**src/rtl/mul_float_arbiter_if.sv**
```systemverilog
// Handshake bundle between mul_float_arbiter, its requesters and the shared float multiplier.
// master = arbiter side, slave = the surrounding requesters/multiplier.
interface mul_float_arbiter_if #(
  parameter int P_N = 4
);
  logic [P_N-1:0]    iREQ_VALID;
  logic [P_N-1:0]    oREQ_BUSY;
  logic [P_N*32-1:0] iREQ_A;
  logic [P_N*32-1:0] iREQ_B;

  logic              oMUL_VALID;
  logic              iMUL_BUSY;
  logic [31:0]       oMUL_A;
  logic [31:0]       oMUL_B;

  logic              iMUL_VALID;
  logic              oMUL_BUSY;
  logic [31:0]       iMUL_DATA;

  logic [P_N-1:0]    oRES_VALID;
  logic [P_N-1:0]    iRES_BUSY;
  logic [31:0]       oRES_DATA;
  logic              oERROR;

  modport master (
    input  iREQ_VALID, iREQ_A, iREQ_B, iMUL_BUSY, iMUL_VALID, iMUL_DATA, iRES_BUSY,
    output oREQ_BUSY, oMUL_VALID, oMUL_A, oMUL_B, oMUL_BUSY, oRES_VALID, oRES_DATA, oERROR
  );

  modport slave (
    output iREQ_VALID, iREQ_A, iREQ_B, iMUL_BUSY, iMUL_VALID, iMUL_DATA, iRES_BUSY,
    input  oREQ_BUSY, oMUL_VALID, oMUL_A, oMUL_B, oMUL_BUSY, oRES_VALID, oRES_DATA, oERROR
  );
endinterface

```
**src/rtl/mul_float_arbiter.sv**
```systemverilog
// Shares one pipelined float multiplier among P_N requesters and routes results back by tag.
// Define MUL_FLOAT_ARBITER_FIXED_PRIO_EN for fixed priority (lowest index wins) instead of round-robin.
module mul_float_arbiter #(
  parameter int P_N     = 4,
  parameter int P_DEPTH = 8,
  parameter int P_TAGW  = 2
) (
  input  logic                iCLOCK,
  input  logic                inRESET,
  input  logic                iRESET_SYNC,
  mul_float_arbiter_if.master bus
);

  localparam int LP_PTRW = (P_DEPTH > 1) ? $clog2(P_DEPTH) : 1;
  localparam int LP_CNTW = $clog2(P_DEPTH + 1);

  logic              mulValid_q, mulValid_d;
  logic [31:0]       mulA_q, mulA_d;
  logic [31:0]       mulB_q, mulB_d;
  logic [LP_PTRW-1:0] wrPtr_q, wrPtr_d;
  logic [LP_PTRW-1:0] rdPtr_q, rdPtr_d;
  logic [LP_CNTW-1:0] count_q, count_d;
  logic              error_q, error_d;
  logic [P_TAGW-1:0] tags_q [P_DEPTH];

  logic [P_TAGW-1:0] head;
  logic [P_TAGW-1:0] grantId;
  logic [P_TAGW-1:0] cand;
  logic              grantFound;
  logic              grant;
  logic              issueFree;
  logic              canIssue;
  logic              fifoEmpty;
  logic              push;
  logic              pop;

  assign head      = tags_q[rdPtr_q];
  assign fifoEmpty = (count_q == '0);
  assign issueFree = !mulValid_q || !bus.iMUL_BUSY;
  // A same-cycle pop never frees a slot early; no grants during a synchronous clear.
  assign canIssue  = issueFree && (count_q < LP_CNTW'(P_DEPTH)) && !iRESET_SYNC;
  assign grant     = canIssue && grantFound;
  assign push      = grant;
  assign pop       = bus.iMUL_VALID && !fifoEmpty && !bus.iRES_BUSY[head];

`ifdef MUL_FLOAT_ARBITER_FIXED_PRIO_EN
  always_comb begin
    grantFound = 1'b0;
    grantId    = '0;
    cand       = '0;
    for (int k = P_N - 1; k >= 0; k--) begin
      cand = P_TAGW'(k);
      if (bus.iREQ_VALID[cand]) begin
        grantFound = 1'b1;
        grantId    = cand;
      end
    end
  end
`else
  logic [P_TAGW-1:0] rrPtr_q, rrPtr_d;

  // Descending scan so the candidate closest to the pointer is the last one to win.
  always_comb begin
    grantFound = 1'b0;
    grantId    = '0;
    cand       = '0;
    for (int k = P_N - 1; k >= 0; k--) begin
      cand = P_TAGW'((int'(rrPtr_q) + k) % P_N);
      if (bus.iREQ_VALID[cand]) begin
        grantFound = 1'b1;
        grantId    = cand;
      end
    end
  end

  always_comb begin
    rrPtr_d = rrPtr_q;
    if (grant) begin
      rrPtr_d = (grantId == P_TAGW'(P_N - 1)) ? '0 : grantId + 1'b1;
    end
  end

  always_ff @(posedge iCLOCK or negedge inRESET) begin
    if (!inRESET) begin
      rrPtr_q <= '0;
    end else if (iRESET_SYNC) begin
      rrPtr_q <= '0;
    end else begin
      rrPtr_q <= rrPtr_d;
    end
  end
`endif

  always_comb begin
    bus.oREQ_BUSY = '1;
    if (grant) begin
      bus.oREQ_BUSY[grantId] = 1'b0;
    end
  end

  always_comb begin
    mulValid_d = mulValid_q;
    mulA_d     = mulA_q;
    mulB_d     = mulB_q;
    wrPtr_d    = wrPtr_q;
    rdPtr_d    = rdPtr_q;
    count_d    = count_q;
    error_d    = error_q;
    if (issueFree) begin
      mulValid_d = grant;
    end
    if (grant) begin
      mulA_d = bus.iREQ_A[32*grantId +: 32];
      mulB_d = bus.iREQ_B[32*grantId +: 32];
    end
    if (push) begin
      wrPtr_d = wrPtr_q + 1'b1;
    end
    if (pop) begin
      rdPtr_d = rdPtr_q + 1'b1;
    end
    unique case ({push, pop})
      2'b10:   count_d = count_q + 1'b1;
      2'b01:   count_d = count_q - 1'b1;
      default: count_d = count_q;
    endcase
    // A result with no tag outstanding has nowhere to go; it is dropped and flagged.
    if (bus.iMUL_VALID && fifoEmpty) begin
      error_d = 1'b1;
    end
  end

  always_ff @(posedge iCLOCK or negedge inRESET) begin
    if (!inRESET) begin
      mulValid_q <= 1'b0;
      mulA_q     <= '0;
      mulB_q     <= '0;
      wrPtr_q    <= '0;
      rdPtr_q    <= '0;
      count_q    <= '0;
      error_q    <= 1'b0;
    end else if (iRESET_SYNC) begin
      mulValid_q <= 1'b0;
      mulA_q     <= '0;
      mulB_q     <= '0;
      wrPtr_q    <= '0;
      rdPtr_q    <= '0;
      count_q    <= '0;
      error_q    <= 1'b0;
    end else begin
      mulValid_q <= mulValid_d;
      mulA_q     <= mulA_d;
      mulB_q     <= mulB_d;
      wrPtr_q    <= wrPtr_d;
      rdPtr_q    <= rdPtr_d;
      count_q    <= count_d;
      error_q    <= error_d;
    end
  end

  // Tag storage needs no reset: entries are only read while the count says they are live.
  always_ff @(posedge iCLOCK) begin
    if (push) begin
      tags_q[wrPtr_q] <= grantId;
    end
  end

  assign bus.oMUL_VALID = mulValid_q;
  assign bus.oMUL_A     = mulA_q;
  assign bus.oMUL_B     = mulB_q;
  assign bus.oERROR     = error_q;
  assign bus.oRES_DATA  = bus.iMUL_DATA;
  assign bus.oMUL_BUSY  = !fifoEmpty && bus.iRES_BUSY[head];
  assign bus.oRES_VALID = (bus.iMUL_VALID && !fifoEmpty) ? ({{(P_N-1){1'b0}}, 1'b1} << head) : '0;

endmodule

```
**src/flat_wrapper.sv**
```systemverilog
// flat-port wrapper written by rule: the top's interface ports become plain ports
module mul_float_arbiter_flat 
#(
  parameter int P_N     = 4,
  parameter int P_DEPTH = 8,
  parameter int P_TAGW  = 2
)
  (iCLOCK, inRESET, iRESET_SYNC, bus_iREQ_VALID, bus_iREQ_A, bus_iREQ_B, bus_iMUL_BUSY, bus_iMUL_VALID, bus_iMUL_DATA, bus_iRES_BUSY, bus_oREQ_BUSY, bus_oMUL_VALID, bus_oMUL_A, bus_oMUL_B, bus_oMUL_BUSY, bus_oRES_VALID, bus_oRES_DATA, bus_oERROR);
  mul_float_arbiter_if #(.P_N(P_N)) bus_i ();
  input  logic iCLOCK;
  input  logic inRESET;
  input  logic iRESET_SYNC;
  input wire logic [$bits(bus_i.iREQ_VALID)-1:0] bus_iREQ_VALID;
  input wire logic [$bits(bus_i.iREQ_A)-1:0] bus_iREQ_A;
  input wire logic [$bits(bus_i.iREQ_B)-1:0] bus_iREQ_B;
  input wire logic [$bits(bus_i.iMUL_BUSY)-1:0] bus_iMUL_BUSY;
  input wire logic [$bits(bus_i.iMUL_VALID)-1:0] bus_iMUL_VALID;
  input wire logic [$bits(bus_i.iMUL_DATA)-1:0] bus_iMUL_DATA;
  input wire logic [$bits(bus_i.iRES_BUSY)-1:0] bus_iRES_BUSY;
  output wire logic [$bits(bus_i.oREQ_BUSY)-1:0] bus_oREQ_BUSY;
  output wire logic [$bits(bus_i.oMUL_VALID)-1:0] bus_oMUL_VALID;
  output wire logic [$bits(bus_i.oMUL_A)-1:0] bus_oMUL_A;
  output wire logic [$bits(bus_i.oMUL_B)-1:0] bus_oMUL_B;
  output wire logic [$bits(bus_i.oMUL_BUSY)-1:0] bus_oMUL_BUSY;
  output wire logic [$bits(bus_i.oRES_VALID)-1:0] bus_oRES_VALID;
  output wire logic [$bits(bus_i.oRES_DATA)-1:0] bus_oRES_DATA;
  output wire logic [$bits(bus_i.oERROR)-1:0] bus_oERROR;
  assign bus_i.iREQ_VALID = bus_iREQ_VALID;
  assign bus_i.iREQ_A = bus_iREQ_A;
  assign bus_i.iREQ_B = bus_iREQ_B;
  assign bus_i.iMUL_BUSY = bus_iMUL_BUSY;
  assign bus_i.iMUL_VALID = bus_iMUL_VALID;
  assign bus_i.iMUL_DATA = bus_iMUL_DATA;
  assign bus_i.iRES_BUSY = bus_iRES_BUSY;
  assign bus_oREQ_BUSY = bus_i.oREQ_BUSY;
  assign bus_oMUL_VALID = bus_i.oMUL_VALID;
  assign bus_oMUL_A = bus_i.oMUL_A;
  assign bus_oMUL_B = bus_i.oMUL_B;
  assign bus_oMUL_BUSY = bus_i.oMUL_BUSY;
  assign bus_oRES_VALID = bus_i.oRES_VALID;
  assign bus_oRES_DATA = bus_i.oRES_DATA;
  assign bus_oERROR = bus_i.oERROR;
  mul_float_arbiter #(.P_N(P_N), .P_DEPTH(P_DEPTH), .P_TAGW(P_TAGW)) u_core (.iCLOCK(iCLOCK), .inRESET(inRESET), .iRESET_SYNC(iRESET_SYNC), .bus(bus_i));
endmodule
```
**config.mk**
```make
export PLATFORM = sky130hd
export DESIGN_NAME = mul_float_arbiter_flat
export DESIGN_NICKNAME = d
export VERILOG_FILES = /design/src/rtl/mul_float_arbiter_if.sv /design/src/rtl/mul_float_arbiter.sv /design/src/flat_wrapper.sv
export SDC_FILE = /design/constraint.sdc
export NUM_CORES = 1
export LEC_CHECK = 0
export CAP_MARGIN = 25
export CORE_AREA = 5 5 156 158
export CTS_BUF_LIST = sky130_fd_sc_hd__clkbuf_8
export DETAILED_ROUTE_END_ITERATION = 8
export DIE_AREA = 0 0 161 163
export GPL_TIMING_DRIVEN = 0
export PLACE_DENSITY = 0.68
export SYNTH_ARGS = -nofsm -noshare
export SYNTH_HDL_FRONTEND = slang
export SYNTH_SLANG_ARGS = --single-unit
```
**constraint.sdc**
```tcl
create_clock -name iCLOCK -period 7.3 [get_ports iCLOCK]
set_input_delay 1.46 -clock iCLOCK [delete_from_list [all_inputs] [get_ports iCLOCK]]
set_output_delay 1.46 -clock iCLOCK [all_outputs]
set_load 0.02 [all_outputs]
```
==> results.cfg <==
[critical_path]
rr_worst_depth = 10
cpPeakStageDelay_ns = 0.62
crit_slowest_cell = clkbuf_1
r2r_slack_ns = 4.14
cp_max_fo = 11
r2r_start = u_core.rdPtr_q[0]
crit_family = buffers and inverters
regToRegEndpoint = u_core.count_q[3]
path_class = in -> out
critPathArrivalTime_ns = 5.14
critPathBufInv = 5
path_cells = clkdlybuf4s50_1, a21oi_1, o21ai_0, a21o_1, clkbuf_1, clkbuf_1, inv_1, ha_1, nand2_1, clkdlybuf4s50_1
critPathLaunchType = primary input
end_kind = output port
crit_required_ns = 5.84

[yosys]
netlist.area_leader.share_pct = 27.3
ys_seq_area_share_pct = 34.1
async_reset_ff_share_pct = 83.0
mappedNetlistArea_um2 = 7140
synth_largest_area_cell = dfrtp_1
syn_inst = 867
synth_flop_cell = dfrtp_1
synth-edff-count = 16
ys_warn_count = 0
synth-seq-cells = 94
avgSynthCellArea_um2 = 8.24
synth_nets = 1176
synth_cell_types = 41
synth.area.top_cells = dfrtp_1 27%, a211oi_1 27%, inv_1 7.3%

[clocking]
cts_sinks = 94
numCtsBuffers = 9
cts_resized = 0
cts_tree = yes
cts.reportedPaths.clkPinSlew_ns = 0.10
postCtsSetupBuffers = 0
cts_max_level = 3
clk_latency_ns = 0.39
clockBufferDepth = 2
cts_hold_buf = 0
clockRootBuffer = clkbuf_8

[power_and_ir_drop]
power.total_mw = 3.09
leakage_nw = 4.55
irDropWorstVdd_uv = 93.4
pwr_density_cell_nw_per_um2 = 269

[sta]
relSlewSlack_pct = 39.2
skew_ns = 0.0147
tightest_slew_ns = 0.912
min_period_ns = 6.60
finalHoldViolCount = 0
max_freq_ghz = 0.151
min_period_over_period_pct = 90.5
setup_tns_ns = 0
slew_violations = 0
rsz0062_at_grt = no
setup_viol = 0

[routing]
via_per_inst = 5.35
ant_nets = 0
wirelength_mm = 32.8
dr.pass1.iters = 5
drc_errors = 0
drt-initial-drc-count = 460
via_count = 8290
wl_per_cell_um = 21.2

[global_route]
grt_pass1_wl_mm = 47.9
antenna_found_initial = 0
gr-total-overflow = 0
track_usage_pct = 23.6
first_global_vias = 8361
grt_max_degree = 59

[run_status]
outcome = finished, final reports clean

[die]
initial_core_util_pct = 31.1
die_y_um = 163
die_w_um = 161
pin_count = 408
rows = 56
fp.coreArea_um2 = 23000
die_area_um2 = 26200

[min_path]
holdCritPathClass = reg -> reg
hold_end = u_core.bus.oERROR
hold_path_depth = 2
min_from = u_core.bus.oERROR

[layout]
areaGrowthSynthToFinish_pct = 60.9
multi_input_area_um2 = 3550
layout-drive-gt1-share_pct = 4.85
regArea_um2 = 2430
utilization_pct = 50.0
post-route-cell-area_um2 = 11500
fillCellCount = 2259
nets = 1563
layout.cells.non_filler = 1549
n_antenna_cell = 0

[placed_design]
gp_congestion = 0.959
dp.cells = 1533
postPlaceCellArea_um2 = 11300
dp_hpwl_mm = 26.2
io_buffer_count = 375

[run]
maxCapViolCount = 0
## cells in the mapped netlist (all sizes together) (3+ instances only)
cell / n
a211oi: 257
a21oi: 7
and3: 6
buf: 42
clkbuf: 93
dfrtp: 78
edfxtp: 16
ha: 8
inv: 139
mux2: 5
mux4: 5
nand2: 13
nand2b: 4
nand3: 74
nand4: 3
nor2: 9
nor2b: 3
nor3: 7
o211ai: 3
o21ai: 9
o31ai: 65
xor2: 3
## power by group
part / switching, mW / leakage (nW) / internal, mW / total [mW]
registers: 0.123 / 1.16 / 0.719 / 0.842
clock network: 0.223 / 0.108 / 0.167 / 0.390
logic: 1.09 / 3.28 / 0.772 / 1.86
total: 1.43 / 4.55 / 1.66 / 3.09
## worst min-delay path, stage by stage, from the launching register on
cell and delay (ns):
dfrtp_1 0.36, a21oi_1 0.04, nor2_1 0.08
## registers in the layout, indices dropped and copies added (netlist names)
| name | flops |
|---|---|
| u_core.bus.oMUL_A | 32 |
| u_core.rrPtr_q | 2 |
| u_core.rdPtr_q | 3 |
| u_core.count_q | 4 |
| u_core.bus.oMUL_B | 32 |
| u_core.bus.oMUL_VALID | 1 |
| u_core.bus.oERROR | 1 |
| u_core.tags_q | 16 |
| u_core.wrPtr_q | 3 |
## per-stage QoR
stage / hold WS [ns] / setup WS, ns
2_1_floorplan: 0.483 / 2.79
3_3_place_gp: 0.481 / 0.744
3_5_place_dp: 0.496 / 0.669
4_1_cts: 0.520 / 0.660
5_1_grt: 0.530 / 0.397
6_report: 0.521 / 0.696
## cell families (layout without fill, tap and decap cells)
logic type / count (synthesis) / after routing / share of synthesized area (%)
AO/OA/AOI/OAI: 350 / 350 / 36.3
XOR/XNOR: 3 / 3 / 0.368
adder cells (fa/ha/maj): 8 / 8 / 1.40
buffers and inverters: 274 / 666 / 16.2
flip-flops: 94 / 94 / 34.1
multiplexers: 10 / 10 / 2.42
AND/OR/NAND/NOR: 128 / 128 / 9.23
## layout make-up
cell class                      count  share of cell area (%)
Clock buffer                        9                    1.08
Tap cell                          290                    3.16
Sequential cell                    94                    21.2
Inverter                          139                    4.54
Buffer                            135                    5.53
Clock inverter                      7                   0.730
Timing Repair Buffer              376                    32.9
Multi-Input combinational cell    499                    30.9
## placed cells by master (no fill, tap or decap), types with 4 or more instances in the layout
master	synthesis	layout
a211oi_1	257	257
a21oi_1	7	7
and3_1	6	6
buf_1	8	8
buf_4	32	33
clkbuf_1	93	93
clkbuf_8	0	9
clkdlybuf4s50_1	0	374
dfrtp_1	78	78
edfxtp_1	16	16
ha_1	8	8
inv_1	139	139
mux4_2	5	5
nand2_1	13	13
nand2b_1	4	4
nand3_1	74	74
nor2_1	9	9
nor3_1	6	6
o21ai_0	7	7
o31ai_1	65	65
## per-layer routing
layer | up-vias | wire, µm | track usage (%)
li1 | 3971 | - | -
met1 | 3922 | 13400 | 30.1
met2 | 335 | 16000 | 39.6
met3 | 62 | 2370 | 5.42
met4 | 0 | 995 | 8.03
met5 | - | 0 | 0
## worst max-delay path by stage
| stage | start | to | depth (start not counted) |
|---|---|---|---|
| after detailed placement | bus_iREQ_VALID[0] | bus_oREQ_BUSY[3] | 10 |
| final | bus_iREQ_VALID[0] | bus_oREQ_BUSY[3] | 10 |
| after global placement | bus_iREQ_VALID[0] | bus_oREQ_BUSY[3] | 10 |
| after CTS | bus_iREQ_VALID[0] | bus_oREQ_BUSY[3] | 10 |
| after global routing | bus_iREQ_VALID[0] | bus_oREQ_BUSY[2] | 10 |
| after floorplan | bus_iREQ_VALID[0] | bus_oREQ_BUSY[2] | 8 |
(Power assumes the default switching activity.)
